File: src/rtl/cfu_issue_pkg.sv
// Shared widths and state type for the CFU issue/hold stage.
package cfu_issue_pkg;

  localparam int CFU_XLEN       = 32;
  localparam int CFU_CTRL_WIDTH = 10;

  typedef enum logic [1:0] {
    ST_IDLE = 2'd0,
    ST_REQ  = 2'd1,
    ST_WAIT = 2'd2,
    ST_DONE = 2'd3
  } cfu_state_e;

endpackage

File: src/rtl/cfu_issue_timeout_ctr.sv
// Saturating cycle counter for the CFU watchdog; expire_o is high at TIMEOUT-1.
module cfu_issue_timeout_ctr #(
  parameter int TIMEOUT = 1024
) (
  input  logic clk_i,
  input  logic rst_i,
  input  logic clear_i,
  input  logic en_i,
  output logic expire_o
);

  localparam int CW = (TIMEOUT > 1) ? $clog2(TIMEOUT) : 1;
  localparam logic [CW-1:0] LAST = CW'(TIMEOUT - 1);

  logic [CW-1:0] count_q, count_d;

  always_comb begin
    count_d = count_q;
    if (clear_i) begin
      count_d = '0;
    end else if (en_i && (count_q != LAST)) begin
      count_d = count_q + 1'b1;
    end
  end

  always_ff @(posedge clk_i) begin
    if (rst_i) begin
      count_q <= '0;
    end else begin
      count_q <= count_d;
    end
  end

  assign expire_o = (count_q == LAST);

endmodule

File: src/rtl/cfu_issue.sv
// Issue/hold stage between EX and a multi-cycle CFU backend, with a watchdog
// that forces completion (result 0, sticky err_o) if the backend hangs.
module cfu_issue
  import cfu_issue_pkg::*;
#(
  parameter int XLEN       = CFU_XLEN,
  parameter int CTRL_WIDTH = CFU_CTRL_WIDTH,
  parameter int TIMEOUT    = 1024
) (
  input  logic                  clk_i,
  input  logic                  rst_i,
  input  logic                  stall_i,
  input  logic                  valid_i,
  input  logic [CTRL_WIDTH-1:0] cfu_ctrl_i,
  input  logic [XLEN-1:0]       src1_i,
  input  logic [XLEN-1:0]       src2_i,
  output logic                  stall_o,
  output logic [XLEN-1:0]       rslt_o,
  output logic                  err_o,
  output logic                  req_valid_o,
  output logic [CTRL_WIDTH-1:0] req_ctrl_o,
  output logic [XLEN-1:0]       req_src1_o,
  output logic [XLEN-1:0]       req_src2_o,
  input  logic                  req_ready_i,
  input  logic                  rsp_valid_i,
  input  logic [XLEN-1:0]       rsp_data_i
);

  cfu_state_e            state_q, state_d;
  logic                  req_valid_q, req_valid_d;
  logic [CTRL_WIDTH-1:0] req_ctrl_q, req_ctrl_d;
  logic [XLEN-1:0]       req_src1_q, req_src1_d;
  logic [XLEN-1:0]       req_src2_q, req_src2_d;
  logic [XLEN-1:0]       rslt_q, rslt_d;
  logic                  err_q, err_d;

  logic busy;
  logic rsp_hit;
  logic ctr_clear;
  logic expire;

  assign busy      = (state_q == ST_REQ) || (state_q == ST_WAIT);
  // In REQ a response only counts together with the request being accepted.
  assign rsp_hit   = rsp_valid_i && ((state_q == ST_WAIT) || req_ready_i);
  assign ctr_clear = (state_q == ST_IDLE) && valid_i;

  cfu_issue_timeout_ctr #(
    .TIMEOUT (TIMEOUT)
  ) u_timeout_ctr (
    .clk_i    (clk_i),
    .rst_i    (rst_i),
    .clear_i  (ctr_clear),
    .en_i     (busy),
    .expire_o (expire)
  );

  always_comb begin
    state_d     = state_q;
    req_valid_d = req_valid_q;
    req_ctrl_d  = req_ctrl_q;
    req_src1_d  = req_src1_q;
    req_src2_d  = req_src2_q;
    rslt_d      = rslt_q;
    err_d       = err_q;

    case (state_q)
      ST_IDLE: begin
        if (valid_i) begin
          req_ctrl_d  = cfu_ctrl_i;
          req_src1_d  = src1_i;
          req_src2_d  = src2_i;
          req_valid_d = 1'b1;
          state_d     = ST_REQ;
        end
      end
      ST_REQ, ST_WAIT: begin
        if (rsp_hit) begin
          rslt_d      = rsp_data_i;
          req_valid_d = 1'b0;
          state_d     = ST_DONE;
        end else if (expire) begin
          rslt_d      = '0;
          err_d       = 1'b1;
          req_valid_d = 1'b0;
          state_d     = ST_DONE;
        end else if ((state_q == ST_REQ) && req_ready_i) begin
          req_valid_d = 1'b0;
          state_d     = ST_WAIT;
        end
      end
      ST_DONE: begin
        if (!stall_i) begin
          state_d = ST_IDLE;
        end
      end
      default: state_d = ST_IDLE;
    endcase
  end

  always_ff @(posedge clk_i) begin
    if (rst_i) begin
      state_q     <= ST_IDLE;
      req_valid_q <= 1'b0;
      req_ctrl_q  <= '0;
      req_src1_q  <= '0;
      req_src2_q  <= '0;
      rslt_q      <= '0;
      err_q       <= 1'b0;
    end else begin
      state_q     <= state_d;
      req_valid_q <= req_valid_d;
      req_ctrl_q  <= req_ctrl_d;
      req_src1_q  <= req_src1_d;
      req_src2_q  <= req_src2_d;
      rslt_q      <= rslt_d;
      err_q       <= err_d;
    end
  end

  assign stall_o     = busy || ((state_q == ST_IDLE) && valid_i);
  assign rslt_o      = rslt_q;
  assign err_o       = err_q;
  assign req_valid_o = req_valid_q;
  assign req_ctrl_o  = req_ctrl_q;
  assign req_src1_o  = req_src1_q;
  assign req_src2_o  = req_src2_q;

endmodule

File: config.mk
export PLATFORM = sky130hd
export DESIGN_NAME = cfu_issue
export DESIGN_NICKNAME = d
export VERILOG_FILES = /design/src/rtl/cfu_issue_pkg.sv /design/src/rtl/cfu_issue_timeout_ctr.sv /design/src/rtl/cfu_issue.sv
export SDC_FILE = /design/constraint.sdc
export NUM_CORES = 1
export LEC_CHECK = 0
export ABC_AREA = 1
export CAP_MARGIN = 20
export CORE_UTILIZATION = 45
export DETAILED_ROUTE_END_ITERATION = 8
export HOLD_SLACK_MARGIN = 0.08
export PLACE_DENSITY = 0.88
export SLEW_MARGIN = 20
export SYNTH_ARGS = -nofsm -noshare
export SYNTH_HDL_FRONTEND = slang
export SYNTH_SLANG_ARGS = --single-unit
File: constraint.sdc
create_clock -name clk_i -period 3.25 [get_ports clk_i]
set_input_delay 0.325 -clock clk_i [delete_from_list [all_inputs] [get_ports clk_i]]
set_output_delay 0.325 -clock clk_i [all_outputs]
set_load 0.01 [all_outputs]
==> flow_summary.ini <==
[yosys]
syn-instance-count = 597
syn_area_mm2 = 0.004801
ys_seq_elements = 120
syn_nets = 715
synth_cell_types = 27
ys_seq_area_share_pct = 50.04
avgSynthCellArea_um2 = 8.042
yosysWarnings = 0

[route]
num_vias = 4805
drc = 0
viasPerCell = 5.047
ant_nets = 0
first_iter_violations = 219
firstDrtPassIters = 5
routed_wl_mm = 14.10
wl_per_cell_um = 14.81

[flow_run]
max_cap_viol_count = 0

[floorplanning]
die_h_um = 105.3
die_area_mm2 = 0.01109
rows = 37
io_pins = 221
die_x_um = 105.3
coreArea_mm2 = 0.01032
start_util_pct = 46.50

[setup_path]
reg2reg_slack_ps = 930
arrival_ps = 2290
crit_fanout = 29
critPathCaptureType = output port
r2r-end = u_timeout_ctr.count_q[3]
r2r_cells = 7
crit_type = reg -> out
cp-start-kind = flop
reg2reg_from = state_q[0]
critPathRequiredTime_ps = 2920

[grt]
grt_start_max_net_pins = 78
track_usage_pct = 25.61
overflow = 0
grt_pass1_wl_mm = 22.50
grt_antenna_before_repair = 0
grt_pass1_vias = 4808

[placed_design]
post-dp-hpwl_mm = 9.737
preCtsSetupSlack_ps = 885.9
io_buffers = 220
dp_cells = 920
gp_congestion = 0.8061
placed_area_mm2 = 0.006998

[layout]
multi_input_area_mm2 = 0.002107
instances_no_fill = 952
regArea_mm2 = 0.002402
drive_gt1_share_pct = 10.29
diodes = 0
fill_cells = 715
design_area_mm2 = 0.007579
layout_common_cells = 220 x clkdlybuf4s50_1, 164 x nor2_1, 120 x dfxtp_1, 70 x nand2_1, 57 x o21ai_0
finalNetCount = 922
final_common_cell = clkdlybuf4s50_1
area_delta_synth_final_pct = 57.86

[clock_tree]
clockBufferDepth = 2
clock_sinks = 120
htree_levels = 4
cts_root_buf = clkbuf_8
clkTransAtPathRegs_ps = 60
post_cts_buffers = 0
cts_tree = built
cts_hold_buf = 0
cts_made_buffers = 17
post_cts_resized = 0
clkLatencyLatePin_ps = 510

[power_and_ir_drop]
ir_drop_mv = 0.4288
powerDensity_mw_per_mm2 = 790.8
total_leakage_power_nw = 2.954

[sta]
fin_crit_sh_pct = 80.54
hold_ws_ps = 385.2
final_hold_viol_count = 0
min_period_ps = 2617
clock_skew_ps = 8.930
fmax_mhz = 382.1
maxSlewViolCount = 0
setup_viol = 0
tightest_slew_ps = 727.4
rsz0062_at_grt = no
setup_tns_ps = 0
final.setup.worst_slack_ps = 632.6
timing.slew.headroom_pct = 51.41

[hold_path]
hold_start = rsp_data_i[8]
worstHoldPathType = in -> reg
min_to = rslt_o[8]
hold_depth = 3

[status]
status = completed
## how the worst max path moves through the flow
stage	start	end	slack, ps	cells past startpoint
after floorplan	state_q[0]	rslt_o[22]	1790	8
after global placement	valid_i	u_timeout_ctr.count_q[5]	990	6
after detailed placement	valid_i	req_src1_o[10]	890	6
after CTS	state_q[0]	stall_o	610	5
after global routing	state_q[0]	stall_o	530	5
final	state_q[0]	stall_o	630	5
## state kept, by name (all words and copies together) (netlist names)
register               flops
err_o                      1
state_q                    2
u_timeout_ctr.count_q     10
req_valid_o                1
req_src2_o                32
req_src1_o                32
rslt_o                    32
req_ctrl_o                10
## where the power goes
group / total [W] / switching (W) / internal (W)
sequential: 0.00202 / 0.000206 / 0.00181
clock: 0.00178 / 0.000671 / 0.00111
combinational: 0.00220 / 0.00119 / 0.00101
total: 0.00599 / 0.00207 / 0.00392
## critical path, stage by stage, from the launching register on
cell             delay, ps
dfxtp_1                390
inv_1                  100
ha_1                   230
nand2_2                410
nand2_1                130
clkdlybuf4s50_1        510
## cells in the mapped netlist (all sizes together)
| cell type | number | area (µm²) |
|---|---|---|
| dfxtp | 120 | 2402 |
| nand4 | 4 | 40.04 |
| clkinv | 1 | 3.750 |
| buf | 23 | 157.7 |
| inv | 20 | 75.07 |
| xor2 | 4 | 35.03 |
| nand3 | 38 | 357.9 |
| nor2 | 168 | 668.1 |
| or2 | 1 | 6.260 |
| clkbuf | 15 | 57.55 |
| o21ai | 77 | 385.4 |
| ha | 6 | 75.07 |
| a21oi | 42 | 210.2 |
| a21boi | 1 | 7.510 |
| nand2 | 77 | 319.1 |
## cell type report
class,instances,area share (%)
clock inverter,11,1.651
multi-input combinational,418,27.80
tap,136,2.245
clock buffer,20,5.745
inverter,21,1.040
sequential,120,31.70
timing repair buffer,226,29.82
## logic make-up (layout without fill, tap and decap cells)
group | after synthesis | after routing | synth area share, %
simple gates | 288 | 288 | 28.98
compound gates | 120 | 120 | 12.56
flops | 120 | 120 | 50.04
buf+inv | 59 | 278 | 6.124
fa+ha+maj | 6 | 6 | 1.564
xor+xnor | 4 | 4 | 0.7297
## layer usage
metal / global-route usage [%] / wire length [µm]
met5: 0 / 0
met4: 11.47 / 395
met3: 8.658 / 1214
met2: 44.74 / 6969
met1: 28.01 / 5516
## metrics by stage
stage | util [%] | power, W
3_5_place_dp | 67.79 | 0.004213
2_1_floorplan | - | 0.003208
3_3_place_gp | 67.79 | 0.004117
5_1_grt | 73.41 | 0.006317
6_report | 73.41 | 0.005993
4_1_cts | 73.22 | 0.006010
No activity file was read; power rests on OpenSTA's default activity.
